`src/rtl/pip_judge_ctrl.sv`:
```
// Round sequencer for the point-in-polygon judge: loads the wall pattern, then
// counts player pixels that land outside the polygon over a fixed number of frames.
module pip_judge_ctrl #(
   parameter int PIP_LAT      = 2,
   parameter int JUDGE_FRAMES = 4,
   parameter int MISS_THRESH  = 16,
   parameter int CNT_W        = 16,
   parameter int LOAD_TMO     = 255
) (
   input  logic             clk,
   input  logic             reset,
   input  logic             start,
   input  logic [2:0]       pattern_sel,
   input  logic             frame_start,
   input  logic             pix_en,
   input  logic             player_px,
   input  logic             in_polygon,
   input  logic             in_polygon_valid,
   output logic [2:0]       pattern_num,
   output logic             in_polygon_enable,
   output logic             busy,
   output logic             round_done,
   output logic             round_pass,
   output logic             load_err,
   output logic [CNT_W-1:0] miss_count
);

   typedef enum logic [2:0] {
      S_IDLE    = 3'd0,
      S_LOAD    = 3'd1,
      S_WAIT_LO = 3'd2,
      S_WAIT_HI = 3'd3,
      S_ARM     = 3'd4,
      S_JUDGE   = 3'd5,
      S_DONE    = 3'd6,
      S_ERR     = 3'd7
   } state_t;

   localparam int               TMR_W    = $clog2(LOAD_TMO + 1);
   localparam logic [TMR_W-1:0] TMR_LAST = TMR_W'(LOAD_TMO - 1);
   localparam logic [TMR_W-1:0] TMR_ONE  = TMR_W'(1);
   localparam logic [3:0]       FRM_LAST = 4'(JUDGE_FRAMES - 1);
   localparam logic [CNT_W-1:0] CNT_MAX  = {CNT_W{1'b1}};
   localparam logic [CNT_W-1:0] CNT_ONE  = CNT_W'(1);
   localparam logic [CNT_W-1:0] MISS_LIM = CNT_W'(MISS_THRESH);

   state_t             state_r;
   logic [PIP_LAT-1:0] pipe_r;
   logic [3:0]         frm_cnt_r;
   logic [TMR_W-1:0]   tmr_r;
   logic               miss_s;
   logic [CNT_W-1:0]   miss_next_s;

   // Miss detection on the latency-aligned player pixel, with a saturating count.
   always_comb begin
      miss_s      = 1'b0;
      miss_next_s = miss_count;
      if ((state_r == S_JUDGE) && pix_en && pipe_r[PIP_LAT-1] && !in_polygon) begin
         miss_s = 1'b1;
      end else begin
         miss_s = 1'b0;
      end
      if (miss_s && (miss_count != CNT_MAX)) begin
         miss_next_s = miss_count + CNT_ONE;
      end else begin
         miss_next_s = miss_count;
      end
   end

   // Round FSM with registered outputs, load timer, frame counter and player delay chain.
   always_ff @(posedge clk or posedge reset) begin
      if (reset) begin
         state_r           <= S_IDLE;
         pipe_r            <= '0;
         frm_cnt_r         <= 4'd0;
         tmr_r             <= '0;
         pattern_num       <= 3'd0;
         in_polygon_enable <= 1'b0;
         busy              <= 1'b0;
         round_done        <= 1'b0;
         round_pass        <= 1'b0;
         load_err          <= 1'b0;
         miss_count        <= '0;
      end else begin
         // Entering JUDGE flushes the chain so pixels seen while armed never count.
         if ((state_r == S_ARM) && frame_start) begin
            pipe_r <= '0;
         end else if (pix_en) begin
            for (int i = PIP_LAT - 1; i > 0; i--) begin
               pipe_r[i] <= pipe_r[i-1];
            end
            pipe_r[0] <= player_px;
         end

         case (state_r)
            S_IDLE: begin
               if (start) begin
                  state_r           <= S_LOAD;
                  pattern_num       <= pattern_sel;
                  miss_count        <= '0;
                  round_pass        <= 1'b0;
                  load_err          <= 1'b0;
                  in_polygon_enable <= 1'b1;
                  busy              <= 1'b1;
               end
            end
            S_LOAD: begin
               in_polygon_enable <= 1'b0;
               tmr_r             <= '0;
               state_r           <= S_WAIT_LO;
            end
            S_WAIT_LO: begin
               if (!in_polygon_valid) begin
                  tmr_r   <= '0;
                  state_r <= S_WAIT_HI;
               end else if (tmr_r == TMR_LAST) begin
                  state_r    <= S_ERR;
                  load_err   <= 1'b1;
                  round_pass <= 1'b0;
                  round_done <= 1'b1;
               end else begin
                  tmr_r <= tmr_r + TMR_ONE;
               end
            end
            S_WAIT_HI: begin
               if (in_polygon_valid) begin
                  state_r <= S_ARM;
               end else if (tmr_r == TMR_LAST) begin
                  state_r    <= S_ERR;
                  load_err   <= 1'b1;
                  round_pass <= 1'b0;
                  round_done <= 1'b1;
               end else begin
                  tmr_r <= tmr_r + TMR_ONE;
               end
            end
            S_ARM: begin
               if (frame_start) begin
                  frm_cnt_r <= 4'd0;
                  state_r   <= S_JUDGE;
               end
            end
            S_JUDGE: begin
               miss_count <= miss_next_s;
               if (frame_start) begin
                  if (frm_cnt_r == FRM_LAST) begin
                     state_r    <= S_DONE;
                     round_done <= 1'b1;
                     round_pass <= (miss_next_s < MISS_LIM);
                  end else begin
                     frm_cnt_r <= frm_cnt_r + 4'd1;
                  end
               end
            end
            S_DONE, S_ERR: begin
               round_done <= 1'b0;
               busy       <= 1'b0;
               state_r    <= S_IDLE;
            end
            default: begin
               state_r           <= S_IDLE;
               in_polygon_enable <= 1'b0;
               round_done        <= 1'b0;
               busy              <= 1'b0;
            end
         endcase
      end
   end

endmodule
```
`config.mk`:
```
export PLATFORM = sky130hd
export DESIGN_NAME = pip_judge_ctrl
export DESIGN_NICKNAME = d
export VERILOG_FILES = /design/src/rtl/pip_judge_ctrl.sv
export SDC_FILE = /design/constraint.sdc
export NUM_CORES = 1
export LEC_CHECK = 0
export ABC_CLOCK_PERIOD_IN_PS = 3400
export BUFFER_PORTS_ARGS = -buffer_cell sky130_fd_sc_hd__buf_2
export CORE_ASPECT_RATIO = 0.6
export CORE_MARGIN = 3
export CORE_UTILIZATION = 57
export CTS_CLUSTER_DIAMETER = 40
export DETAILED_ROUTE_END_ITERATION = 8
export GPL_TIMING_DRIVEN = 0
export HOLD_SLACK_MARGIN = 0.12
export PLACE_DENSITY_LB_ADDON = 0.3
export RECOVER_POWER = 100
export SYNTH_ARGS = -nofsm -noshare
export SYNTH_HDL_FRONTEND = slang
export SYNTH_SLANG_ARGS = --single-unit
```
`constraint.sdc`:
```
create_clock -name clk -period 3.4 [get_ports clk]
set_clock_uncertainty 0.2 [all_clocks]
set_input_delay 0.17 -clock clk [delete_from_list [all_inputs] [get_ports clk]]
set_output_delay 0.17 -clock clk [all_outputs]
set_load 0.05 [all_outputs]
```
==> results.cfg <==
[yosys]
synth_xor_area_frac = 0.0290
synth_top_flop_cell = dfrtp_1
avgSynthCellArea_um2 = 8.71
yosysTopAreaCellShare = 0.425
synth_compound_area_frac = 0.168
synth_edf_count = 0
yosysTopAreaCell = dfrtp_1
synth-seq-cells = 41
synth.area.mux_share = 0.0337
synth_top_family_by_area = simple AND/OR/NAND/NOR gates
yosys_warnings = 0
syn_inst = 277
netlist_area_um2 = 2410
syn_nets = 292
synth-simple-area-share = 0.282
yosysUniqueCellTypes = 53
yosysSeqAreaShare = 0.425
netlist_top_cells_area = dfrtp_1 (43%), nand2_1 (6.5%), o21ai_0 (4.1%), nor2_1 (3.7%), nand3_1 (3.5%)
postSynth.asyncResetShare = 1.00
synthAdderAreaFrac = 0.0207

[die]
io_pins = 35
die_area_um2 = 5070
die_h_um = 56.4
core_um2 = 3870
die_w_um = 90.0
num_rows = 17
initial_core_util = 0.623

[worst_setup_path]
cp.arrival_ns = 3.03
path_class = reg -> reg
r2r_slack_ns = 0.37
regToRegEndpoint = round_pass$_DFFE_PP0P_
rr_worst_depth = 8
critical_path.endpoint = round_pass$_DFFE_PP0P_
crit_start = miss_count[1]$_DFFE_PP0P_
crit_path_end_kind = flip-flop
required_ns = 3.40
r2r_start = miss_count[1]$_DFFE_PP0P_
crit_fanout = 7
worst_setup_path_start_kind = flip-flop

[sta]
worstMarginPinSlew_ns = 1.54
max_clock_freq_mhz = 330
fin_crit_sh = 0.892
finalHoldViolCount = 0
drv_slew = 42
fin_ws_ns = 0.369
relSlewSlack = -0.0245
rsz0062_at_grt = no
finalSetupViolations = 0
layout_min_cycle_time_ns = 3.03
fin_setup_tns_ns = 0

[routing]
drc = 0
vias = 2301
totalWireLength_um = 6190
wl_per_cell_um = 16.1
drt-initial-drc-count = 217
first_pass_iters = 7
vias_per_cell = 5.99
ant_nets = 0

[clock_tree]
cts_inserted_buffers = 5
h-tree-depth = 2
cts_resized = 0
cts_tree = yes
cts.sinks = 41
clk_path_buf_depth = 2
clkLatencyLatePin_ns = 0.30
cts_hold_buf = 8
clkTransAtPathRegs_ns = 0.08
cts_setup_buffers = 0
root_buffer = clkbuf_8

[global_routing]
grt_pass1_vias = 2136
overflow = 0
grt_max_degree = 42
antenna_found_initial = 0
grtUsageTotal = 0.260
grt_pass1_wl_um = 10400

[finish]
fin_nets = 341
regArea_um2 = 1030
layout_commonest_cell = nand2_1
n_fill_cell = 323
drive_gt1_frac = 0.0856
mostFrequentLayoutCells = nand2_1 (42), dfrtp_1 (41), clkbuf_1 (33), nor2_1 (24), o21ai_0 (23)
final_cells = 384
areaGrowthSynthToFinish_pct = 15.5
multi_input_area_um2 = 1280
antenna_cells = 0

[placed_design]
place.gp.congestion = 0.883
dpl.hpwl_um = 4440
placed_cells = 368
post-place-ws_ns = 0.638
io_buffer_count = 34

[power]
p_sw_frac = 0.439
p_seq_frac = 0.379
comb_power_share = 0.411
ir_worst_vdd_uv = 539
clkPwrFrac = 0.210
switching_power_w = 0.000756
internal-power_w = 0.000965
p_leak_nw = 1.19
power.density_nw_per_um2 = 618

[flow_run]
maxCapViolCount = 1

[min_path]
hp-class = in -> reg
min_from = start
hold_depth = 4

[run_status]
violations = max-capacitance violations, max-slew violations
status = finished, violations left
[state kept, by name, summed over array words and instances, names as in the netlist]
| signal | count |
|---|---|
| frm_cnt_r | 4 |
| state_r | 3 |
| tmr_r | 8 |
| round_pass | 1 |
| busy | 1 |
| in_polygon_enable | 1 |
| pipe_r | 2 |
| load_err | 1 |
| miss_count | 16 |
| round_done | 1 |
| pattern_num | 3 |
[cell usage after synthesis (3+ instances only)]
master	n
mux2i_1	7
ha_1	4
nand3_1	17
o21ai_0	20
dfrtp_1	41
and3_1	7
clkbuf_1	5
inv_1	10
nor4_1	4
nor3_1	8
nand4_1	6
nor2_1	24
a21oi_1	14
nand2_1	42
a22o_1	3
xnor2_1	5
xor2_1	3
nor3b_1	3
o21ai_1	8
or3_1	5
[worst min path at each step]
stage,endpoint
floorplan,pattern_num[0]$_DFFE_PP0P_
global placement,pattern_num[0]$_DFFE_PP0P_
detailed placement,pattern_num[1]$_DFFE_PP0P_
CTS,in_polygon_enable$_DFFE_PP0P_
global route,in_polygon_enable$_DFFE_PP0P_
finish,in_polygon_enable$_DFFE_PP0P_
[routing by layer]
metal / up-vias / wire length, um / GRT usage
li1: 1097 / - / -
met1: 1094 / 3060 / 0.397
met2: 102 / 2510 / 0.346
met3: 8 / 531 / 0.0710
met4: 0 / 80 / 0.0980
met5: - / 0 / 0
[per-stage QoR]
step,hold WS (ns),utilization,area [um2],power [W]
finish,0.163,0.719,2790,0.00172
global route,0.195,0.719,2790,0.00183
CTS,0.162,0.732,2840,0.00172
detailed placement,0.179,0.686,2650,0.00136
global placement,0.159,0.686,2650,0.00133
floorplan,0.0754,-,2410,0.00118
[worst max-delay path: stages, from the launching register on]
cell and delay (ns):
dfrtp_1 0.44, ha_1 0.26, nand4_1 0.22, or2_2 0.37
or4_2 0.53, clkbuf_1 0.22, nor2_4 0.14, a2bb2o_4 0.22
o41ai_2 0.32
[logic make-up after synthesis]
family / after synthesis
flip-flops: 41
AND/OR/NAND/NOR: 131
multiplexers: 8
AO/OA/AOI/OAI: 64
XOR/XNOR: 8
adder cells (fa/ha/maj): 4
buffers and inverters: 21
[power by group through the flow]
stage | Combinational [W] | Clock, W | Sequential (W)
after CTS | 0.000712 | 0.000361 | 0.000649
after global placement | 0.000680 | 0 | 0.000654
final | 0.000708 | 0.000361 | 0.000652
after floorplan | 0.000402 | 0 | 0.000775
after global routing | 0.000784 | 0.000388 | 0.000663
after detailed placement | 0.000701 | 0 | 0.000656
[final cells by class]
type | count | area share
multi-input combinational | 215 | 0.461
sequential | 41 | 0.368
timing repair buffer | 42 | 0.0786
clock buffer | 7 | 0.0346
tap | 57 | 0.0256
buffer | 11 | 0.0166
inverter | 10 | 0.0135
clock inverter | 1 | 0.00180
No activity file was read; power rests on OpenSTA's default activity.
